### src/rtl/mem_stage_if.sv
// Interface bundling the MEM stage upstream, downstream, data-SRAM and bypass signals.
interface mem_stage_if;
  // Upstream (EX -> MEM)
  logic        ex_to_mem_valid;
  logic        mem_allow_in;
  logic [31:0] ex_pc;
  logic [31:0] ex_result;
  logic        ex_rf_we;
  logic [4:0]  ex_rf_waddr;
  logic        ex_mem_req;
  logic [2:0]  ex_ld_op;
  logic [15:0] ex_ebus;
  // Data SRAM load response
  logic        data_sram_data_ok;
  logic [31:0] data_sram_rdata;
  // Downstream (MEM -> WB)
  logic        mem_to_wb_valid;
  logic        wb_allow_in;
  logic [31:0] wb_pc;
  logic [31:0] wb_final_result;
  logic        wb_rf_we;
  logic [4:0]  wb_rf_waddr;
  logic [15:0] wb_ebus;
  // Flush from WB
  logic        flush;
  // Bypass to ID
  logic        byp_we;
  logic [4:0]  byp_waddr;
  logic [31:0] byp_wdata;
  logic        byp_block;

  // Environment side: drives pipeline inputs, observes MEM outputs.
  modport master (
    output ex_to_mem_valid, ex_pc, ex_result, ex_rf_we, ex_rf_waddr, ex_mem_req, ex_ld_op,
           ex_ebus, data_sram_data_ok, data_sram_rdata, wb_allow_in, flush,
    input  mem_allow_in, mem_to_wb_valid, wb_pc, wb_final_result, wb_rf_we, wb_rf_waddr,
           wb_ebus, byp_we, byp_waddr, byp_wdata, byp_block
  );

  // MEM stage side.
  modport slave (
    input  ex_to_mem_valid, ex_pc, ex_result, ex_rf_we, ex_rf_waddr, ex_mem_req, ex_ld_op,
           ex_ebus, data_sram_data_ok, data_sram_rdata, wb_allow_in, flush,
    output mem_allow_in, mem_to_wb_valid, wb_pc, wb_final_result, wb_rf_we, wb_rf_waddr,
           wb_ebus, byp_we, byp_waddr, byp_wdata, byp_block
  );
endinterface

### src/rtl/mem_stage.sv
// MEM pipeline stage: holds one instruction, collects its load response (possibly late or
// while WB is stalled), aligns/extends load data and discards responses of flushed loads.
module mem_stage (
  input logic         clk,
  input logic         resetn,
  mem_stage_if.slave  bus
);

  localparam logic [1:0] StIdle = 2'd0;
  localparam logic [1:0] StWait = 2'd1;
  localparam logic [1:0] StHold = 2'd2;

  logic        mem_valid_q, mem_valid_d;
  logic [1:0]  state_q, state_d;
  logic [1:0]  drop_cnt_q, drop_cnt_d;
  logic [31:0] buf_q, buf_d;
  logic [31:0] pc_q, result_q;
  logic        rf_we_q;
  logic [4:0]  waddr_q;
  logic [2:0]  ld_op_q;
  logic [15:0] ebus_q;

  logic        data_ok;
  logic        wait_hit;
  logic        ready_go;
  logic        up_fire;
  logic        out_fire;
  logic        ex_load_wait;
  logic        drop_inc;
  logic        drop_dec;
  logic [31:0] ld_word;
  logic [7:0]  ld_byte;
  logic [15:0] ld_half;
  logic [31:0] ld_ext;
  logic [31:0] final_result;
  logic        rf_we_eff;

  // A response only belongs to us when no flushed load is still owed one.
  assign data_ok      = bus.data_sram_data_ok & (drop_cnt_q == 2'd0);
  assign wait_hit     = (state_q == StWait) & data_ok;
  assign ready_go     = ~mem_valid_q | (state_q != StWait) | data_ok;
  assign out_fire     = bus.mem_to_wb_valid & bus.wb_allow_in;
  assign up_fire      = bus.ex_to_mem_valid & bus.mem_allow_in & ~bus.flush;
  assign ex_load_wait = bus.ex_mem_req & (bus.ex_ebus == 16'd0);
  assign drop_inc     = bus.flush & mem_valid_q & (state_q == StWait) & ~data_ok;
  assign drop_dec     = bus.data_sram_data_ok & (drop_cnt_q != 2'd0);

  assign bus.mem_to_wb_valid = mem_valid_q & ready_go & ~bus.flush;
  assign bus.mem_allow_in    = (~mem_valid_q | (ready_go & bus.wb_allow_in)) &
                               ~((drop_cnt_q != 2'd0) & ~bus.data_sram_data_ok);

  // Load data alignment and extension; live rdata is forwarded on the response cycle.
  always_comb begin
    ld_word = wait_hit ? bus.data_sram_rdata : buf_q;
    unique case (result_q[1:0])
      2'd0:    ld_byte = ld_word[7:0];
      2'd1:    ld_byte = ld_word[15:8];
      2'd2:    ld_byte = ld_word[23:16];
      default: ld_byte = ld_word[31:24];
    endcase
    ld_half = result_q[1] ? ld_word[31:16] : ld_word[15:0];
    case (ld_op_q)
      3'd1:    ld_ext = {{24{ld_byte[7]}}, ld_byte};
      3'd2:    ld_ext = {24'd0, ld_byte};
      3'd3:    ld_ext = {{16{ld_half[15]}}, ld_half};
      3'd4:    ld_ext = {16'd0, ld_half};
      default: ld_ext = ld_word;
    endcase
    final_result = (ld_op_q != 3'd0) ? ld_ext : result_q;
  end

  assign rf_we_eff           = rf_we_q & mem_valid_q & (ebus_q == 16'd0);
  assign bus.wb_pc           = pc_q;
  assign bus.wb_final_result = final_result;
  assign bus.wb_rf_we        = rf_we_eff;
  assign bus.wb_rf_waddr     = waddr_q;
  assign bus.wb_ebus         = ebus_q;
  assign bus.byp_we          = rf_we_eff & (waddr_q != 5'd0);
  assign bus.byp_waddr       = waddr_q;
  assign bus.byp_wdata       = final_result;
  assign bus.byp_block       = mem_valid_q & (ld_op_q != 3'd0) & (state_q == StWait) & ~data_ok;

  // Next-state: later assignments take priority (flush over transfer over departure).
  always_comb begin
    mem_valid_d = mem_valid_q;
    state_d     = state_q;
    buf_d       = data_ok ? bus.data_sram_rdata : buf_q;
    if (wait_hit) state_d = StHold;
    if (out_fire) begin
      mem_valid_d = 1'b0;
      state_d     = StIdle;
    end
    if (up_fire) begin
      mem_valid_d = 1'b1;
      if (!ex_load_wait)              state_d = StIdle;
      else if (data_ok && !wait_hit)  state_d = StHold;
      else                            state_d = StWait;
    end
    if (bus.flush) begin
      mem_valid_d = 1'b0;
      state_d     = StIdle;
    end
    drop_cnt_d = drop_cnt_q;
    if (drop_inc && !drop_dec && drop_cnt_q != 2'd3) drop_cnt_d = drop_cnt_q + 2'd1;
    else if (!drop_inc && drop_dec)                  drop_cnt_d = drop_cnt_q - 2'd1;
  end

  // State and payload registers with synchronous active-low reset.
  always_ff @(posedge clk) begin
    if (!resetn) begin
      mem_valid_q <= 1'b0;
      state_q     <= StIdle;
      drop_cnt_q  <= 2'd0;
      buf_q       <= 32'd0;
      pc_q        <= 32'd0;
      result_q    <= 32'd0;
      rf_we_q     <= 1'b0;
      waddr_q     <= 5'd0;
      ld_op_q     <= 3'd0;
      ebus_q      <= 16'd0;
    end else begin
      mem_valid_q <= mem_valid_d;
      state_q     <= state_d;
      drop_cnt_q  <= drop_cnt_d;
      buf_q       <= buf_d;
      if (up_fire) begin
        pc_q     <= bus.ex_pc;
        result_q <= bus.ex_result;
        rf_we_q  <= bus.ex_rf_we;
        waddr_q  <= bus.ex_rf_waddr;
        ld_op_q  <= bus.ex_ld_op;
        ebus_q   <= bus.ex_ebus;
      end
    end
  end

endmodule

### src/flat_wrapper.sv
// flat-port wrapper written by rule: the top's interface ports become plain ports
module mem_stage_flat 
  (clk, resetn, bus_ex_to_mem_valid, bus_ex_pc, bus_ex_result, bus_ex_rf_we, bus_ex_rf_waddr, bus_ex_mem_req, bus_ex_ld_op, bus_ex_ebus, bus_data_sram_data_ok, bus_data_sram_rdata, bus_wb_allow_in, bus_flush, bus_mem_allow_in, bus_mem_to_wb_valid, bus_wb_pc, bus_wb_final_result, bus_wb_rf_we, bus_wb_rf_waddr, bus_wb_ebus, bus_byp_we, bus_byp_waddr, bus_byp_wdata, bus_byp_block);
  mem_stage_if bus_i ();
  input logic clk;
  input logic resetn;
  input wire logic [$bits(bus_i.ex_to_mem_valid)-1:0] bus_ex_to_mem_valid;
  input wire logic [$bits(bus_i.ex_pc)-1:0] bus_ex_pc;
  input wire logic [$bits(bus_i.ex_result)-1:0] bus_ex_result;
  input wire logic [$bits(bus_i.ex_rf_we)-1:0] bus_ex_rf_we;
  input wire logic [$bits(bus_i.ex_rf_waddr)-1:0] bus_ex_rf_waddr;
  input wire logic [$bits(bus_i.ex_mem_req)-1:0] bus_ex_mem_req;
  input wire logic [$bits(bus_i.ex_ld_op)-1:0] bus_ex_ld_op;
  input wire logic [$bits(bus_i.ex_ebus)-1:0] bus_ex_ebus;
  input wire logic [$bits(bus_i.data_sram_data_ok)-1:0] bus_data_sram_data_ok;
  input wire logic [$bits(bus_i.data_sram_rdata)-1:0] bus_data_sram_rdata;
  input wire logic [$bits(bus_i.wb_allow_in)-1:0] bus_wb_allow_in;
  input wire logic [$bits(bus_i.flush)-1:0] bus_flush;
  output wire logic [$bits(bus_i.mem_allow_in)-1:0] bus_mem_allow_in;
  output wire logic [$bits(bus_i.mem_to_wb_valid)-1:0] bus_mem_to_wb_valid;
  output wire logic [$bits(bus_i.wb_pc)-1:0] bus_wb_pc;
  output wire logic [$bits(bus_i.wb_final_result)-1:0] bus_wb_final_result;
  output wire logic [$bits(bus_i.wb_rf_we)-1:0] bus_wb_rf_we;
  output wire logic [$bits(bus_i.wb_rf_waddr)-1:0] bus_wb_rf_waddr;
  output wire logic [$bits(bus_i.wb_ebus)-1:0] bus_wb_ebus;
  output wire logic [$bits(bus_i.byp_we)-1:0] bus_byp_we;
  output wire logic [$bits(bus_i.byp_waddr)-1:0] bus_byp_waddr;
  output wire logic [$bits(bus_i.byp_wdata)-1:0] bus_byp_wdata;
  output wire logic [$bits(bus_i.byp_block)-1:0] bus_byp_block;
  assign bus_i.ex_to_mem_valid = bus_ex_to_mem_valid;
  assign bus_i.ex_pc = bus_ex_pc;
  assign bus_i.ex_result = bus_ex_result;
  assign bus_i.ex_rf_we = bus_ex_rf_we;
  assign bus_i.ex_rf_waddr = bus_ex_rf_waddr;
  assign bus_i.ex_mem_req = bus_ex_mem_req;
  assign bus_i.ex_ld_op = bus_ex_ld_op;
  assign bus_i.ex_ebus = bus_ex_ebus;
  assign bus_i.data_sram_data_ok = bus_data_sram_data_ok;
  assign bus_i.data_sram_rdata = bus_data_sram_rdata;
  assign bus_i.wb_allow_in = bus_wb_allow_in;
  assign bus_i.flush = bus_flush;
  assign bus_mem_allow_in = bus_i.mem_allow_in;
  assign bus_mem_to_wb_valid = bus_i.mem_to_wb_valid;
  assign bus_wb_pc = bus_i.wb_pc;
  assign bus_wb_final_result = bus_i.wb_final_result;
  assign bus_wb_rf_we = bus_i.wb_rf_we;
  assign bus_wb_rf_waddr = bus_i.wb_rf_waddr;
  assign bus_wb_ebus = bus_i.wb_ebus;
  assign bus_byp_we = bus_i.byp_we;
  assign bus_byp_waddr = bus_i.byp_waddr;
  assign bus_byp_wdata = bus_i.byp_wdata;
  assign bus_byp_block = bus_i.byp_block;
  mem_stage u_core (.clk(clk), .resetn(resetn), .bus(bus_i));
endmodule
### config.mk
export PLATFORM = sky130hd
export DESIGN_NAME = mem_stage_flat
export DESIGN_NICKNAME = d
export VERILOG_FILES = /design/src/rtl/mem_stage_if.sv /design/src/rtl/mem_stage.sv /design/src/flat_wrapper.sv
export SDC_FILE = /design/constraint.sdc
export NUM_CORES = 1
export LEC_CHECK = 0
export CORE_MARGIN = 2
export CORE_UTILIZATION = 58
export CTS_CLUSTER_SIZE = 24
export DETAILED_ROUTE_END_ITERATION = 10
export DONT_BUFFER_PORTS = 1
export PLACE_DENSITY = 0.83
export SYNTH_ARGS = -nofsm -noshare
export SYNTH_HDL_FRONTEND = slang
export SYNTH_SLANG_ARGS = --single-unit
### constraint.sdc
create_clock -name clk -period 2.2 [get_ports clk]
set_clock_uncertainty 0.15 [all_clocks]
set_input_delay 0.33 -clock clk [delete_from_list [all_inputs] [get_ports clk]]
set_output_delay 0.33 -clock clk [all_outputs]
set_load 0.05 [all_outputs]
==> results of run 1 <==
==> per-stage QoR <==
stage | TNS, ns | util, %
2_1_floorplan | -20.81 | -
3_3_place_gp | -35.48 | 73.0
3_5_place_dp | -39.17 | 73.0
4_1_cts | -49.07 | 93.6
==> cell families after synthesis <==
logic type	after synthesis
xor gates and xnor gates	1
AOI/OAI and AO/OA	247
and+or+nand+nor	379
muxes	20
DFF	126
buffers and inverters	107
==> timing repair <==
action                                 CTS
endpoints found under the hold margin  126
buffers inserted                         7
resized for setup                       30
setup endpoints to repair              160
pin swaps                               30
gates cloned                             8
hold buffers                           138
==> flow_metrics.py, run 1 <==
metrics = {
    "yosys": {
        "synth_area_leaders": "dfxtp_1 37%, nand2_1 15%, a21boi_0 13%, buf_4 4.6%, clkbuf_1 2.4%",
        "ys_ff_latch": 126,
        "syn_inst": 880,
        "synth_area_um2": 6810,
        "muxShareOfSynthArea_pct": 3.44,
        "ys.flop_type": "dfxtp_1",
        "yosysMostFrequentCell": "nand2_1",
        "synth_xor_xnor_area_share_pct": 0.129,
        "synth_nets": 1008,
        "synthSimpleGateAreaFrac_pct": 23.6,
        "synthArstFlopShare_pct": 0,
        "synth-seq-area-share_pct": 37.0,
        "yosysWarnings": 0,
        "ys_types": 66,
        "avgSynthCellArea_um2": 7.74,
        "yosysTopAreaCellShare_pct": 37.0,
        "synth_area_leader_cell": "dfxtp_1",
        "synth_top_family_by_area": "compound AO/OA/AOI/OAI gates",
        "synthAdderAreaFrac_pct": 0,
        "synthTopCellsByCount": "272 x nand2_1, 126 x dfxtp_1, 122 x a21boi_0",
        "synth_edf_count": 0,
        "synth_compound_area_share_pct": 27.1,
    },
    "clocking": {
        "clockRootBuffer": "clkbuf_16",
        "cts_max_level": 4,
        "cts_made_buffers": 17,
        "clk_path_buf_depth": 2,
        "cts_num_sinks": 126,
    },
    "floorplan": {
        "die-height_um": 112,
        "start_util_pct": 59.6,
        "pin_count": 255,
        "rows": 39,
        "die_w_um": 112,
    },
    "status": {
        "outcome": "stopped before the end",
        "stop_error": "[ERROR DPL-0038] Utilization greater than 100%, impossible to legalize",
        "failed_stage": "5_1_grt",
    },
    "place": {
        "globalplace.congestion": 0.954,
        "place_ws_ns": -0.387,
        "place_hpwl_mm": 15.9,
        "placed_cells": 1050,
        "port_buffers": 0,
        "dpl_cell_area_um2": 8340,
    },
    "grt": {
        "grt_start_max_net_pins": 112,
    },
    "sta": {
        "worst-ep-kind": "top-level output",
        "worstEndpointGrtRepair": "bus_byp_wdata[18]",
    },
}
==> inputs of run 2 (changes only) <==
--- a/config.mk
+++ b/config.mk
@@ -6,11 +6,10 @@
 export NUM_CORES = 1
 export LEC_CHECK = 0
 export CORE_MARGIN = 2
-export CORE_UTILIZATION = 58
-export CTS_CLUSTER_SIZE = 24
+export CORE_UTILIZATION = 40
 export DETAILED_ROUTE_END_ITERATION = 10
 export DONT_BUFFER_PORTS = 1
-export PLACE_DENSITY = 0.83
+export PLACE_DENSITY_LB_ADDON = 0.15
 export SYNTH_ARGS = -nofsm -noshare
 export SYNTH_HDL_FRONTEND = slang
 export SYNTH_SLANG_ARGS = --single-unit
==> constraint.sdc (replaced) <==
create_clock -name clk -period 2.9 [get_ports clk]
set_clock_uncertainty 0.15 [all_clocks]
set_input_delay 0.435 -clock clk [delete_from_list [all_inputs] [get_ports clk]]
set_output_delay 0.435 -clock clk [all_outputs]
set_load 0.05 [all_outputs]
==> run 2 against run 1 <==
Effect of this change:
- area after synthesis stayed put
- the flow now finishes, with violations (setup timing)
- synthesized cell count stayed put
==> flow_metrics.py, run 2 <==
metrics = {
    "status": {
        "outcome": "finished, violations left",
        "violations": "setup timing",
    },
    "sta": {
        "max_freq_mhz": 318,
        "rsz0062_at_grt": "true",
        "worst_hold_slack_ns": 0.00828,
        "hold_violations": 0,
        "slew_violations": 0,
        "finalSetupViolCount": 64,
        "fin_crit_sh_pct": 109,
        "layout_setup_ws_ns": -0.249,
        "relSlewSlack_pct": 60.3,
        "tightest_slew_ns": 0.595,
        "period_needed_ns": 3.15,
    },
    "pwr": {
        "p_total_mw": 5.65,
        "power_density_nw_per_um2": 595,
        "ir_worst_vdd_mv": 0.423,
        "p_leak_nw": 3.54,
    },
    "finish": {
        "diodes": 0,
        "nFillCells": 1489,
        "final_area_um2": 9480,
        "layout_common_cells": "271 x nand2_1, 121 x a21boi_0, 120 x dfxtp_1, 59 x dlygate4sd3_1, 43 x buf_4",
        "areaGrowthSynthToFinish_pct": 39.3,
        "multi_input_area_um2": 4190,
        "final_layout_size_suffix_gt1_share_pct": 22.2,
        "seq_area_um2": 2530,
        "nNetsFinal": 1076,
        "final_common_cell": "nand2_1",
    },
    "yosys": {
        "avgSynthCellArea_um2": 7.74,
        "yosysMostFrequentCell": "nand2_1",
        "ys_ff_latch": 126,
        "synthTopCellsByCount": "272 x nand2_1, 126 x dfxtp_1, 122 x a21boi_0",
        "synthArstFlopShare_pct": 0,
        "ys.flop_type": "dfxtp_1",
        "syn_inst": 880,
        "synth_nets": 1008,
        "synth_area_leader_cell": "dfxtp_1",
        "ys_types": 66,
        "synth-seq-area-share_pct": 37.0,
        "yosysTopAreaCellShare_pct": 37.0,
        "synth_area_um2": 6810,
        "yosysWarnings": 0,
        "synth_edf_count": 0,
        "synth_area_leaders": "dfxtp_1 37%, nand2_1 15%, a21boi_0 13%, buf_4 4.6%, clkbuf_1 2.4%",
    },
    "grt": {
        "overflow": 0,
        "track_usage_pct": 26.0,
        "grt_pass1_vias": 6653,
        "antenna_found_initial": 0,
        "grt_pass1_wl_mm": 36.4,
        "grt_start_max_net_pins": 125,
    },
    "floorplan": {
        "rows": 47,
        "die_w_um": 134,
        "dieArea_um2": 18100,
        "start_util_pct": 40.9,
        "core_um2": 16600,
        "die-height_um": 134,
        "pin_count": 255,
    },
    "clocking": {
        "clk_path_buf_depth": 2,
        "cts_made_buffers": 17,
        "clk_latency_ns": 0.42,
        "clockRootBuffer": "clkbuf_16",
        "cts_tree": "built",
        "cts_num_sinks": 126,
        "clk_pin_slew_ns": 0.06,
        "cts_max_level": 4,
    },
    "routing": {
        "vias_per_cell": 5.54,
        "dr.first_iter.drc_count": 347,
        "dr.pass1.iters": 4,
        "drt-wirelength-per-cell_um": 20.0,
        "vias": 6548,
        "ant_nets": 0,
        "drt_wl_total_mm": 23.6,
        "drc": 0,
    },
    "worst_setup_path": {
        "critical_path.startpoint": "u_core.drop_cnt_q[0]",
        "end_kind": "output port",
        "cp_max_fo": 6,
        "critical_path_class": "register to output port",
        "reg2reg_from": "u_core.drop_cnt_q[0]",
        "critPathLaunchType": "register",
        "required_ns": 2.32,
        "arrival_ns": 2.56,
    },
    "place": {
        "port_buffers": 0,
        "place_hpwl_mm": 17.0,
        "dpl_cell_area_um2": 7830,
        "globalplace.congestion": 0.897,
    },
    "run": {
        "max_cap_viol_count": 0,
    },
    "min_path": {
        "hp-class": "input pin to register",
        "worstHoldStart": "bus_ex_pc[21]",
    },
}
==> run 2: cell counts after synthesis <==
Identical to the previous run, type by type.
==> run 2: cell type report <==
type	count	share of cell area, %
Multi-Input combinational cell	647	44.1
Sequential cell	126	26.7
Timing Repair Buffer	153	20.0
Clock buffer	20	4.82
Tap cell	220	2.90
Clock inverter	12	1.32
Inverter	3	0.119
==> run 2: through the flow <==
| step | cells | TNS [ns] | setup WS [ns] | util (%) |
|---|---|---|---|---|
| 2_1_floorplan | 880 | -3.33 | -0.311 | - |
| 3_3_place_gp | 1076 | 0 | 0.0858 | 47.0 |
| 3_5_place_dp | 1076 | 0 | 0.0732 | 47.0 |
| 4_1_cts | 1179 | -8.34 | -0.211 | 56.9 |
| 5_1_grt | 1181 | -15.84 | -0.314 | 57.0 |
| 6_report | 1181 | -11.13 | -0.249 | 57.0 |
==> run 2: kinds of logic (layout without fill, tap and decap cells) <==
logic type | count (synthesis) | in the layout | share of synthesized area, %
compound gates | 247 | 247 | 27.1
buf+inv | 107 | 188 | 8.76
xor+xnor | 1 | 1 | 0.129
simple gates | 379 | 379 | 23.6
mux | 20 | 20 | 3.44
flops | 126 | 126 | 37.0
==> run 2: worst paths after layout <==
check / end / slack [ns] / cells past startpoint
worst max-delay path: bus_byp_wdata[9] / -0.25 / 9
worst max register to register: u_core.result_q[18] / 0.37 / 10
worst min register to register: u_core.buf_q[28] / 0.31 / 2
worst min-delay path: u_core.bus.wb_pc[21] / 0.008 / 2
==> run 2: power breakdown <==
| part | total [mW] | leakage [nW] | internal [mW] | switching, mW |
|---|---|---|---|---|
| Clock | 2.09 | 0.277 | 1.25 | 0.849 |
| Sequential | 1.99 | 1.03 | 1.81 | 0.171 |
| Combinational | 1.57 | 2.23 | 0.596 | 0.970 |
| Total | 5.65 | 3.54 | 3.66 | 1.99 |
==> run 2: layer usage <==
layer  global-route usage, %  share of wire [%]  up-vias
met5                       0                  0        -
met4                    12.7                3.5        0
met3                    7.39                7.3       50
met2                    45.8                 51      279
met1                    28.9                 38     3078
li1                        -                  -     3141
==> run 2: worst max-delay path: stages, from the launching register on <==
cell,delay (ns)
dfxtp_2,0.34
nor3b_4,0.19
buf_6,0.15
buf_4,0.11
a221o_1,0.16
a22oi_2,0.09
o41a_4,0.46
buf_16,0.19
a21oi_4,0.26
buf_12,0.18
==> run 2: timing repair <==
action | CTS | global route
resized for setup | 73 | 1
setup buffers | 10 | 2
setup endpoints to repair | 64 | 64
gates cloned | 3 | 0
pin swaps | 24 | 9
hold buffers | 59 | 0
endpoints found under the hold margin | 59 | 0
No activity file was read; power rests on OpenSTA's default activity.
